$ cat config.mk
export PLATFORM = sky130hd
export DESIGN_NAME = decode_bins_ep_seq
export DESIGN_NICKNAME = d
export VERILOG_FILES = /design/src/rtl/cabac_pkg.sv /design/src/rtl/ep_chunk_dec.sv /design/src/rtl/decode_bins_ep_seq.sv
export SDC_FILE = /design/constraint.sdc
export NUM_CORES = 1
export LEC_CHECK = 0
export ABC_AREA = 1
export BUFFER_PORTS_ARGS = -buffer_cell sky130_fd_sc_hd__buf_2
export CORE_UTILIZATION = 52
export CTS_BUF_LIST = sky130_fd_sc_hd__clkbuf_4 sky130_fd_sc_hd__clkbuf_8 sky130_fd_sc_hd__clkbuf_16
export CTS_CLUSTER_DIAMETER = 120
export DETAILED_ROUTE_END_ITERATION = 10
export PLACE_DENSITY_LB_ADDON = 0.08
export SETUP_SLACK_MARGIN = 0.1
export SLEW_MARGIN = 20
export SYNTH_ARGS = -nofsm -noshare
export SYNTH_HDL_FRONTEND = slang
export SYNTH_HIERARCHICAL = 1
export SYNTH_SLANG_ARGS = --single-unit
$ cat constraint.sdc
create_clock -name clk -period 50.2 [get_ports clk]
set_input_delay 2.51 -clock clk [delete_from_list [all_inputs] [get_ports clk]]
set_output_delay 2.51 -clock clk [all_outputs]
set_load 0.01 [all_outputs]
$ cat src/rtl/cabac_pkg.sv
// Shared widths, FSM state type and chunk sizing for the CABAC bypass-bin decoder.
package cabac_pkg;

    localparam int RANGE_W = 9;
    localparam int VALUE_W = 32;
    localparam int BN_W    = 4;

    typedef enum logic [1:0] {
        IDLE,
        RUN,
        DONE
    } state_t;

    // Bins decoded in the current chunk: min(rem, bpc); bpc is at most 8.
    function automatic logic [3:0] chunk_size(input int unsigned rem, input int unsigned bpc);
        return (rem < bpc) ? 4'(rem) : 4'(bpc);
    endfunction

endpackage

$ cat src/rtl/ep_chunk_dec.sv
// Combinational decode of one chunk of up to BINS_PER_CYCLE bypass bins.
// Unrolled compare/subtract; stages at or beyond c_i pass v through untouched.
module ep_chunk_dec
    import cabac_pkg::*;
#(
    parameter int unsigned BINS_PER_CYCLE = 8
) (
    input  logic [VALUE_W-1:0]        v_i,
    input  logic [RANGE_W-1:0]        range_i,
    input  logic [3:0]                c_i,
    output logic [VALUE_W-1:0]        v_o,
    output logic [BINS_PER_CYCLE-1:0] bins_o
);

    logic [VALUE_W-1:0] sr;
    logic               bit_set;

    always_comb begin
        sr      = VALUE_W'(range_i) << (c_i + 4'd7);
        v_o     = v_i;
        bins_o  = '0;
        bit_set = 1'b0;
        for (int i = 0; i < int'(BINS_PER_CYCLE); i++) begin
            if (4'(i) < c_i) begin
                sr      = sr >> 1;
                bit_set = (v_o >= sr);
                bins_o  = (bins_o << 1) | BINS_PER_CYCLE'(bit_set);
                if (bit_set) begin
                    v_o = v_o - sr;
                end
            end
        end
    end

endmodule

$ cat src/rtl/decode_bins_ep_seq.sv
// Sequential bypass-bin decoder: FSM, byte fetch handshake and result registers.
// One chunk per RUN cycle; a needed byte that is not valid stalls the chunk.
module decode_bins_ep_seq
    import cabac_pkg::*;
#(
    parameter int unsigned BINS_PER_CYCLE = 8,
    parameter int unsigned MAX_BINS       = 32,
    parameter int          CNT_W          = $clog2(MAX_BINS + 1)
) (
    input  logic                     clk,
    input  logic                     rst,
    input  logic                     start,
    output logic                     ready,
    input  logic [CNT_W-1:0]         num_bins,
    input  logic [RANGE_W-1:0]       range_in,
    input  logic [VALUE_W-1:0]       value_in,
    input  logic signed [BN_W-1:0]   bits_needed_in,
    input  logic [7:0]               byte_data,
    input  logic                     byte_valid,
    output logic                     byte_ready,
    output logic                     done,
    output logic [MAX_BINS-1:0]      bins_out,
    output logic [VALUE_W-1:0]       value_out,
    output logic signed [BN_W-1:0]   bits_needed_out,
    output logic                     err
);

    state_t                    state_q, state_d;
    logic [CNT_W-1:0]          rem_q, rem_d;
    logic [VALUE_W-1:0]        v_q, v_d;
    logic [BN_W-1:0]           bn_q, bn_d;
    logic [MAX_BINS-1:0]       bins_q, bins_d;
    logic [RANGE_W-1:0]        rng_q, rng_d;
    logic                      err_q, err_d;
    logic [MAX_BINS-1:0]       bins_out_q, bins_out_d;
    logic [VALUE_W-1:0]        value_out_q, value_out_d;
    logic [BN_W-1:0]           bn_out_q, bn_out_d;

    logic [3:0]                c;
    logic [BN_W:0]             bn_sum;
    logic                      need;
    logic                      stall;
    logic                      too_many;
    logic [VALUE_W-1:0]        v_sh, v_add, v_dec;
    logic [BN_W-1:0]           bn_new;
    logic [BINS_PER_CYCLE-1:0] cbins;
    logic [MAX_BINS-1:0]       bins_new;
    logic [CNT_W-1:0]          rem_new;

    assign c        = chunk_size(32'(rem_q), BINS_PER_CYCLE);
    assign bn_sum   = {bn_q[BN_W-1], bn_q} + {1'b0, c};
    // A non-negative bit count after the shift means the next byte must be merged now.
    assign need     = ~bn_sum[BN_W];
    assign stall    = need & ~byte_valid;
    assign v_sh     = v_q << c;
    assign v_add    = need ? v_sh + (VALUE_W'(byte_data) << bn_sum[2:0]) : v_sh;
    assign bn_new   = need ? BN_W'(bn_sum - 5'd8) : bn_sum[BN_W-1:0];
    assign bins_new = (bins_q << c) | MAX_BINS'(cbins);
    assign rem_new  = rem_q - CNT_W'(c);
    assign too_many = 32'(num_bins) > MAX_BINS;

    ep_chunk_dec #(
        .BINS_PER_CYCLE(BINS_PER_CYCLE)
    ) u_chunk (
        .v_i    (v_add),
        .range_i(rng_q),
        .c_i    (c),
        .v_o    (v_dec),
        .bins_o (cbins)
    );

    always_comb begin
        state_d     = state_q;
        rem_d       = rem_q;
        v_d         = v_q;
        bn_d        = bn_q;
        bins_d      = bins_q;
        rng_d       = rng_q;
        err_d       = err_q;
        bins_out_d  = bins_out_q;
        value_out_d = value_out_q;
        bn_out_d    = bn_out_q;
        case (state_q)
            IDLE: begin
                if (start) begin
                    rng_d  = range_in;
                    v_d    = value_in;
                    bn_d   = bits_needed_in;
                    rem_d  = num_bins;
                    bins_d = '0;
                    err_d  = too_many;
                    if (num_bins == '0 || too_many) begin
                        state_d     = DONE;
                        bins_out_d  = '0;
                        value_out_d = value_in;
                        bn_out_d    = bits_needed_in;
                    end else begin
                        state_d = RUN;
                    end
                end
            end
            RUN: begin
                if (!stall) begin
                    v_d    = v_dec;
                    bn_d   = bn_new;
                    bins_d = bins_new;
                    rem_d  = rem_new;
                    if (rem_new == '0) begin
                        state_d     = DONE;
                        bins_out_d  = bins_new;
                        value_out_d = v_dec;
                        bn_out_d    = bn_new;
                    end
                end
            end
            DONE:    state_d = IDLE;
            default: state_d = IDLE;
        endcase
    end

    always_ff @(posedge clk or posedge rst) begin
        if (rst) begin
            state_q     <= IDLE;
            rem_q       <= '0;
            v_q         <= '0;
            bn_q        <= '0;
            bins_q      <= '0;
            rng_q       <= '0;
            err_q       <= 1'b0;
            bins_out_q  <= '0;
            value_out_q <= '0;
            bn_out_q    <= '0;
        end else begin
            state_q     <= state_d;
            rem_q       <= rem_d;
            v_q         <= v_d;
            bn_q        <= bn_d;
            bins_q      <= bins_d;
            rng_q       <= rng_d;
            err_q       <= err_d;
            bins_out_q  <= bins_out_d;
            value_out_q <= value_out_d;
            bn_out_q    <= bn_out_d;
        end
    end

    assign ready           = (state_q == IDLE);
    assign done            = (state_q == DONE);
    assign byte_ready      = (state_q == RUN) && need;
    assign err             = done && err_q;
    assign bins_out        = bins_out_q;
    assign value_out       = value_out_q;
    assign bits_needed_out = bn_out_q;

endmodule

# Yosys cells after proc, flatten, opt, wreduce, memory -nomap -nowiden
# Index checks and enable logic that the tools add are counted.
# classes
n_mux,66
bitwise_logic,11
n_reduce_logical,11
n_lt_le_gt_ge,18
shifts,4
n_addsub,13
n_eq_ne,6
# op_table
cell,n
32-bit two-way mux,36
32-bit by 31-bit greater-or-equal comparator with 1-bit output,8
32-bit case mux with 2 select lines,4
32-bit by 31-bit subtractor with 32-bit output,8
32-bit by 4-bit left shift with 32-bit output,2
8-bit two-way mux,7
8-bit by 1-bit OR with 8-bit output,7
32-bit adder,1
4-bit two-way mux,8
32-bit by 8-bit OR with 32-bit output,1
8-bit by 3-bit left shift with 32-bit output,1
9-bit by 4-bit left shift with 32-bit output,1
"3-bit by 4-bit < comparator with 1-bit output, first input constant",4
4-bit case mux with 2 select lines,2
6-bit zero test,2
6-bit two-way mux,2
6-bit case mux with 2 select lines,1
"1-bit by 4-bit < comparator with 1-bit output, first input constant",2
"2-bit by 4-bit < comparator with 1-bit output, first input constant",2
2-bit two-way mux,4
"6-bit > comparator, second input constant",1
"6-bit by 4-bit < comparator with 1-bit output, second input constant",1
"2-bit != test, second input constant",3
3-bit AND reduction,2
other kinds (17),19
# word_totals
output_inout_bits,72
regBits,154

# Logic depth before layout (Yosys ltp)
# Gate-level depths: netlist of run 1.
# logic_depth
ltp_word,34
mapped_depth,207
ltp_nobuf,189

# By module
# Netlist of run 1, hierarchy kept.
# by_module_without_submodules
module,n_inst,area_per_inst_um2,cells_per_inst
ep_chunk_dec,1,16783.6,3175
decode_bins_ep_seq,1,10891.7,1626

# Worst setup path before layout of run 1
# Ideal clock, no wire load.
# synth_timing
kind,input -> register
startpoint,in byte_data[5]
endpoint,reg v_q[27]
arrival_ns,28.655
setup_time_ns,0.130
setup_slack_ns,21.415
path_buffers,16
stages,187
path_cell_list,mux2i_1 -> nor2_1 -> a31oi_1 -> nor2_1 -> ha_1 -> nand2_1 -> nor2_1 -> nand4_1 -> o21ai_0 -> nand3_1 -> nand2_2 -> nand2_1 -> nor2_1 -> xor2_1 -> ha_1 -> nand2_1 -> nor2_4 -> nand2_1 -> [... 151 more ...] -> a21oi_1 -> o21ai_0 -> a21oi_1 -> o21bai_1 -> a21o_1 -> a21oi_1 -> o21bai_1 -> a21oi_1 -> o21ai_0 -> nand3_1 -> nand3_1 -> nor3_1 -> nand2_1 -> xor2_1 -> nand2_1 -> nand2_1 -> nand2_1 -> o21ai_0
# synth_between
elab_chain_len,29
word_cells_on_any_way,37
cone_classes,add/sub: 9; order compare: 8; shift: 1; mux: 19
# synth_lines
element,line_no,text
from (decl),decode_bins_ep_seq.sv:18,"input logic [7:0] byte_data,"
8-bit by 3-bit left shift with 32-bit output *,decode_bins_ep_seq.sv:56,assign v_add = need ? v_sh + (VALUE_W'(byte_data) << bn_sum[2:0]) : v_sh;
32-bit adder *,decode_bins_ep_seq.sv:56,
32-bit two-way mux *,decode_bins_ep_seq.sv:56,
named net v_add[20],decode_bins_ep_seq.sv:44,"logic [VALUE_W-1:0] v_sh, v_add, v_dec;"
32-bit by 31-bit subtractor with 32-bit output / 32-bit by 31-bit greater-or-equal comparator with 1-bit output (equally long branches),"ep_chunk_dec.sv:29, ep_chunk_dec.sv:26",
32-bit two-way mux,ep_chunk_dec.sv:28,if (bit_set) begin
32-bit two-way mux *,ep_chunk_dec.sv:24,if (4'(i) < c_i) begin
32-bit by 31-bit subtractor with 32-bit output / 32-bit by 31-bit greater-or-equal comparator with 1-bit output (equally long branches),"ep_chunk_dec.sv:29, ep_chunk_dec.sv:26",
[... 15 more ...],--,
32-bit two-way mux,ep_chunk_dec.sv:28,
32-bit two-way mux *,ep_chunk_dec.sv:24,
32-bit by 31-bit subtractor with 32-bit output / 32-bit by 31-bit greater-or-equal comparator with 1-bit output (equally long branches),"ep_chunk_dec.sv:29, ep_chunk_dec.sv:26",
32-bit two-way mux,ep_chunk_dec.sv:28,
32-bit two-way mux *,ep_chunk_dec.sv:24,
named net v_dec[27],decode_bins_ep_seq.sv:44,
32-bit two-way mux *,decode_bins_ep_seq.sv:103,if (!stall) begin
32-bit case mux with 2 select lines *,decode_bins_ep_seq.sv:83,case (state_q)
to (signal assigned),decode_bins_ep_seq.sv:136,v_q <= v_d;
to (decl),decode_bins_ep_seq.sv:30,"logic [VALUE_W-1:0] v_q, v_d;"
# The timed path passes the listed nets; every way through them passes the cells marked *. The select of a mux whose other input is x is not followed.
# A chain may end at the register's enable or synchronous reset.

# Worst setup path in the final report of run 1
# layout_timing
startpoint,reg rem_q[3]
endpoint,reg v_q[27]
# layout_between
elab_chain_len,32
word_cells_on_any_way,62
cone_classes,add/sub: 11; order compare: 17; eq/ne: 1; shift: 3; mux: 27; bitwise: 2; reduce/logical: 1
# layout_lines
element,line_no,text
from (decl),decode_bins_ep_seq.sv:29,"logic [CNT_W-1:0] rem_q, rem_d;"
from (signal assigned),decode_bins_ep_seq.sv:135,rem_q <= rem_d;
6-bit by 4-bit < comparator with 1-bit output,cabac_pkg.sv:16,return (rem < bpc) ? 4'(rem) : 4'(bpc);
4-bit two-way mux *,cabac_pkg.sv:16,
5-bit by 4-bit adder with 5-bit output,decode_bins_ep_seq.sv:51,"assign bn_sum = {bn_q[BN_W-1], bn_q} + {1'b0, c};"
8-bit by 3-bit left shift with 32-bit output,decode_bins_ep_seq.sv:56,
32-bit adder,decode_bins_ep_seq.sv:56,
32-bit two-way mux,decode_bins_ep_seq.sv:56,
32-bit by 31-bit subtractor with 32-bit output / 32-bit by 31-bit greater-or-equal comparator with 1-bit output (equally long branches),"ep_chunk_dec.sv:29, ep_chunk_dec.sv:26",
32-bit two-way mux,ep_chunk_dec.sv:28,
[... 17 more ...],--,
32-bit two-way mux,ep_chunk_dec.sv:28,
32-bit two-way mux,ep_chunk_dec.sv:24,
32-bit by 31-bit subtractor with 32-bit output / 32-bit by 31-bit greater-or-equal comparator with 1-bit output (equally long branches),"ep_chunk_dec.sv:29, ep_chunk_dec.sv:26",
32-bit two-way mux,ep_chunk_dec.sv:28,
32-bit two-way mux *,ep_chunk_dec.sv:24,
named net v_dec[27],decode_bins_ep_seq.sv:44,
32-bit two-way mux *,decode_bins_ep_seq.sv:103,
32-bit case mux with 2 select lines *,decode_bins_ep_seq.sv:83,
# Marks and branches as above.

==> results of run 1 <==
[kinds of logic (layout without fill, tap and decap cells)]
kind of cell | after synthesis | in the layout | synth area share
and+or+nand+nor | 2471 | 2471 | 0.3845
AOI/OAI and AO/OA | 962 | 962 | 0.1890
buffers and inverters | 772 | 780 | 0.1139
adders and majority gates | 217 | 217 | 0.1008
xor gates and xnor gates | 201 | 201 | 0.06388
DFF | 154 | 154 | 0.1392
muxes | 22 | 22 | 0.008364
other | 2 | 7 | 0.0002714
[synthesized netlist by cell type (6+ instances only)]
cell type | instances | area, um^2
a211oi_1 | 8 | 60.06
a21boi_0 | 10 | 75.07
a21o_1 | 8 | 60.06
a21oi_1 | 236 | 1181
a31oi_1 | 21 | 131.4
buf_1 | 18 | 67.56
buf_2 | 43 | 215.2
buf_4 | 16 | 120.1
buf_6 | 12 | 135.1
clkbuf_1 | 95 | 356.6
clkinv_1 | 11 | 41.29
dfrtp_1 | 154 | 3854
fa_1 | 10 | 200.2
ha_1 | 207 | 2590
inv_1 | 535 | 2008
inv_2 | 36 | 135.1
mux2_2 | 9 | 101.4
mux2i_1 | 13 | 130.1
nand2_1 | 1595 | 5987
nand2_2 | 43 | 269.0
nand2_4 | 7 | 78.83
nand3_1 | 273 | 1366
nand3_2 | 25 | 250.2
nand3b_1 | 6 | 45.04
nand4_1 | 99 | 619.3
nor2_1 | 293 | 1100
nor2_2 | 36 | 225.2
nor2_4 | 12 | 135.1
nor3_1 | 33 | 165.2
nor4_1 | 8 | 50.05
o2111ai_1 | 11 | 96.34
o211ai_1 | 7 | 52.55
o21a_1 | 15 | 112.6
o21ai_0 | 540 | 2703
o21ai_1 | 30 | 150.1
o21ai_2 | 12 | 105.1
o21bai_1 | 12 | 90.09
o221ai_1 | 6 | 52.55
o22ai_1 | 16 | 100.1
o31ai_1 | 8 | 60.06
or2_2 | 22 | 137.6
xnor2_1 | 96 | 840.8
xor2_1 | 104 | 910.9
[registers in the layout, summed over array words and instances (netlist names), 2 cells and up]
name	flops
bins_out	32
bins_q	32
rng_q	9
bits_needed_out	4
value_out	32
bn_q	4
state_q	2
v_q	32
rem_q	6
[metrics by stage]
step,cells,hold WS [ns],instance area (um^2),setup slack [ns]
floorplan,4806,0.4438,27690,21.41
global placement,5470,0.4576,28540,16.37
detailed placement,5470,0.4598,28540,15.59
CTS,5502,0.4782,29140,15.51
global route,5502,0.4999,29140,11.21
finish,5502,0.4738,29140,15.05
[routing by layer]
metal,GRT usage,wire (um)
met2,0.5047,38580
met3,0.03542,6184
met5,0,0
met4,0.1211,3283
met1,0.4895,44110
[area by class of cell]
type | count | area, um^2 | area share
Multi-Input combinational cell | 3880 | 20720 | 0.7113
Sequential cell | 154 | 3854 | 0.1323
Inverter | 584 | 2202 | 0.07558
Timing Repair Buffer | 164 | 895.9 | 0.03075
Tap cell | 688 | 860.8 | 0.02955
Clock buffer | 17 | 425.4 | 0.01460
Clock inverter | 15 | 172.7 | 0.005926
[cells in the final DEF (no fill, tap or decap), drive strengths merged, types with 154 or more instances in the layout]
cell,instances
o21ai,582
buf,164
nor2,341
a21oi,239
inv,583
dfrtp,154
ha,207
nand3,300
nand2,1646
[path summary, 6_finish.rpt]
| path | startpoint | to | slack (ns) | cells after the start |
|---|---|---|---|---|
| max reg2reg | rem_q[3]$_DFFE_PP0P_ | v_q[27]$_DFFE_PP0P_ | 15.05 | 172 |
| min | value_out[8]$_DFFE_PP0P_ | value_out[8]$_DFFE_PP0P_ | 0.47 | 2 |
| min in group asynchronous | rst | bins_out[29]$_DFFE_PP0P_ | 2.18 | 2 |
| min reg2reg | value_out[8]$_DFFE_PP0P_ | value_out[8]$_DFFE_PP0P_ | 0.47 | 2 |
| max in group asynchronous | rst | v_q[27]$_DFFE_PP0P_ | 46.55 | 3 |
| max | rem_q[3]$_DFFE_PP0P_ | v_q[27]$_DFFE_PP0P_ | 15.05 | 172 |
[worst max-delay path, delay by kind of cell (launching register included)]
kind	cells	cell delay (ns)
and+or+nand+nor	87	12.00
buffers and inverters	18	5.51
adders and majority gates	11	3.88
AOI/OAI and AO/OA	54	12.06
xor gates and xnor gates	2	0.99
DFF	1	0.39
==> impl_metrics.toml, run 1 <==
[floorplan]
initial_utilization = 0.5266
num_io_pins = 135
rows = 84
die_y_um = 232.7
dieArea_um2 = 54150
die_x_um = 232.7
core_um2 = 52550

[drt]
drc_errors = 0
finalWirelength_um = 92160
wl_per_cell_um = 16.75
first_pass_iters = 5
first_iter_violations = 2865
vias = 30530
final_antenna_net_count = 0
vias_per_cell = 5.550

[critical_path]
cp_max_fo = 73
path_class = "reg -> reg"
crit_arrival_ns = 35.46
max_stage_delay_ns = 0.90
setup.worst_path.end_class = "flop"
slowest_stage = "inv_4"
critPathMostFrequentCell = "nand2_1"
crit_required_ns = 50.50
start_kind = "flop"

[finish]
drive_gt1_frac = 0.08849
syn2layout_area_growth_pct = 5.276
fillers = 5633
num_antenna_cells = 0
fin_util = 0.5544
nets = 5081

[clock_tree]
tritoncts = "done"
cts.sinks = 154
cts_root_buf = "clkbuf_16"
insertion_delay_ns = 0.46
cts.clk_slew.worst_paths_ns = 0.07
cts_buffer_depth = 2
ctsHoldBuffers = 0
cts_htree_levels = 4
post_cts_resized = 0
cts_inserted_buffers = 17
post_cts.repair.setup_buffers = 0

[synth]
synth_edf_count = 0
synthCells = 4801
yosysUniqueCellTypes = 71
ys_seq_area_frac = 0.1392
synthFlopType = "dfrtp_1"
ys_ff_latch = 154
avgSynthCellArea_um2 = 5.764
yosys_warnings = 6
synth_area_um2 = 27680
synthArstFlopShare = 1.000

[timing]
rsz0062_at_grt = "no"
fin_worst_skew_ns = 0.01512
hold_viol = 0
period_share = 0.7003
fin_crit_ns = 35.15
relSlewSlack = 0.2338
fmax_mhz = 28.45
worstMarginPinSlew_ns = 1.137
setup_viol = 0
maxSlewViolCount = 0
setup_tns_ns = 0

[job]
cap_viol_max_count = 0

[global_route]
grt_max_degree = 94
grt_pass1_vias = 26750
antenna_found_initial = 0
gr-total-overflow = 0
grt_pass1_wl_um = 145000
track_usage = 0.3354

[placement]
dp.final_hpwl_um = 74980
place.gp.congestion = 1.019
portBuffers = 134

[status]
outcome = "finished, final reports clean"

[worst_hold_path]
min_path_type = "reg -> reg"
Power of run 1 is not shown: default switching activity piles up to over one toggle a cycle in this logic, so the estimate is an artifact.
==> run 2, diff against run 1 <==
Settings changed: ABC_AREA 1 to 0.
Clock period 50.2 ns to 34.3 ns, I/O delays scaled along.
==> impl_metrics.toml, run 2 <==
[status]
outcome = "finished, final reports clean"

[critical_path]
path_class = "reg -> reg"
crit_required_ns = 34.56
crit_buf_inv = 9
max_stage_delay_ns = 0.63
slowest_stage = "fa_2"
setup.worst_path.end_class = "flop"
crit_arrival_ns = 31.87
cp_max_fo = 23
cp_top_family = "compound AO/OA/AOI/OAI gates"
start_kind = "flop"

[synth]
synth-compound-area-share = 0.2874
avgSynthCellArea_um2 = 7.009
synthMuxAreaShare = 0.1071
synth_top_area_frac = 0.1433
synthCells = 3837
synth_top_family_by_area = "compound AO/OA/AOI/OAI gates"
synth_area_um2 = 26890
yosys.area.top_type = "dfrtp_1"
synth_most_common_cell = "nand2_1"
synth_xor_area_frac = 0.06504
ys_top_cells_by_area = "dfrtp_1 (14%), ha_1 (9.6%), nand2_1 (8.3%), mux2i_1 (7.1%), o21ai_0 (6.0%)"
synth_simple_gate_area_frac = 0.2381
synth_edf_count = 0
yosysUniqueCellTypes = 116
ys_seq_area_frac = 0.1433
yosys_warnings = 6
synthTopCellsByCount = "nand2_1 (592), nor2_1 (357), o21ai_0 (321), a21oi_1 (287), ha_1 (207)"
synthAdderAreaFrac = 0.1037
synthFlopType = "dfrtp_1"
synthArstFlopShare = 1.000
ys_ff_latch = 154

[floorplan]
num_io_pins = 135
core_um2 = 50580
die_x_um = 229.4
dieArea_um2 = 52630
rows = 82
initial_utilization = 0.5317
die_y_um = 229.4

[worst_hold_path]
min_path_type = "reg -> reg"

[clock_tree]
cts.sinks = 154
tritoncts = "done"
cts_root_buf = "clkbuf_16"
cts_htree_levels = 4
insertion_delay_ns = 0.44
cts_buffer_depth = 2
cts.clk_slew.worst_paths_ns = 0.07
ctsHoldBuffers = 0
cts_inserted_buffers = 17

[timing]
relSlewSlack = 0.2530
worstMarginPinSlew_ns = 1.109
period_share = 0.9217
fmax_mhz = 31.63
setup_tns_ns = 0
holdWs_ns = 0.4755
fin_crit_ns = 31.61
hold_viol = 0
rsz0062_at_grt = "no"
fin_worst_skew_ns = 0.01417
setup_viol = 0
maxSlewViolCount = 0

[finish]
syn2layout_area_growth_pct = 10.43
fillers = 5006
nets = 4228
final_cell_mix = "nand2_1 (590), nor2_1 (349), o21ai_0 (293)"
fin_util = 0.5871
final_common_cell = "nand2_1"
fin_area_um2 = 29700
drive_gt1_frac = 0.1315

[drt]
wl_per_cell_um = 20.71
final_antenna_net_count = 0
first_iter_violations = 2675
finalWirelength_um = 96000
vias_per_cell = 6.199
vias = 28730
first_pass_iters = 8
drc_errors = 0

[placement]
dp.final_hpwl_um = 77830
placed_area_um2 = 28700
portBuffers = 134
place.gp.congestion = 1.012

[global_route]
gr-total-overflow = 0
antenna_found_initial = 2
track_usage = 0.3512
grt_pass1_wl_um = 147500
grt_pass1_vias = 25950
grt_max_degree = 99

[job]
cap_viol_max_count = 0
run 2: cell count changes after synthesis, moves of 52 or more:
cell     delta
nor2_1     +64
nand2_1  -1003
o21ai_0   -219
o21ai_1    +96
nand4_1    -52
mux2i_1   +179
inv_1     -369
nand3_1   -196
run 2: per-layer routing:
layer  track usage  vias to the layer above  share of wire
met5             0                        -        0.00014
met4       0.09729                        2          0.026
met3       0.04358                      148          0.076
met2        0.5729                     1094           0.46
met1        0.4841                    13400           0.44
li1              -                    14090              -
run 2: final timing paths:
check,start,to,slack (ns),cells after the start
worst min-delay path,bins_out[9]$_DFFE_PP0P_,bins_out[9]$_DFFE_PP0P_,0.48,2
max in group asynchronous,rst,rem_q[3]$_DFFE_PP0P_,31.41,3
worst max-delay path,rem_q[3]$_DFFE_PP0P_,v_q[13]$_DFFE_PP0P_,2.69,168
worst min register to register,bins_out[9]$_DFFE_PP0P_,bins_out[9]$_DFFE_PP0P_,0.48,2
min in group asynchronous,rst,value_out[6]$_DFFE_PP0P_,1.42,2
worst max register to register,rem_q[3]$_DFFE_PP0P_,v_q[13]$_DFFE_PP0P_,2.69,168
run 2: cells by family (layout without fill, tap and decap cells):
logic type                 Yosys count  in the layout
muxes                              268            268
AOI/OAI and AO/OA                 1235           1235
xor gates and xnor gates           198            198
adders and majority gates          217            217
and+or+nand+nor                   1396           1396
other                                2              9
buffers and inverters              367            486
DFF                                154            154
run 2: per-stage QoR:
step           setup slack (ns)  std cells
6_report                  2.687       4635
5_1_grt                 0.04489       4633
4_1_cts                  0.1777       4621
3_5_place_dp            -0.1170       4589
3_3_place_gp             0.1720       4589
2_1_floorplan             1.036       3842
run 2: tightest hold or removal path, stage by stage, from the launching register on:
cell and delay [ns]:
dfrtp_1 0.34, nand2_1 0.05, nand2_1 0.05
run 2: cell type report:
cell class | instances | area (um^2) | area share
diodes | 2 | 5.005 | 0.0001685
clock buffers | 20 | 454.2 | 0.01529
clock inverters | 12 | 163.9 | 0.005519
inverters | 171 | 646.9 | 0.02178
multi-input cells | 3321 | 21890 | 0.7369
flip-flops and latches | 154 | 3855 | 0.1298
well taps | 672 | 840.8 | 0.02831
repair buffers | 283 | 1847 | 0.06218
run 2: timing repair:
action	in CTS	in global routing
buffers inserted	0	12
setup endpoints to repair	28	66
pin swaps	1	20
resized for setup	8	107
Power of run 2 is left out for the same reason.
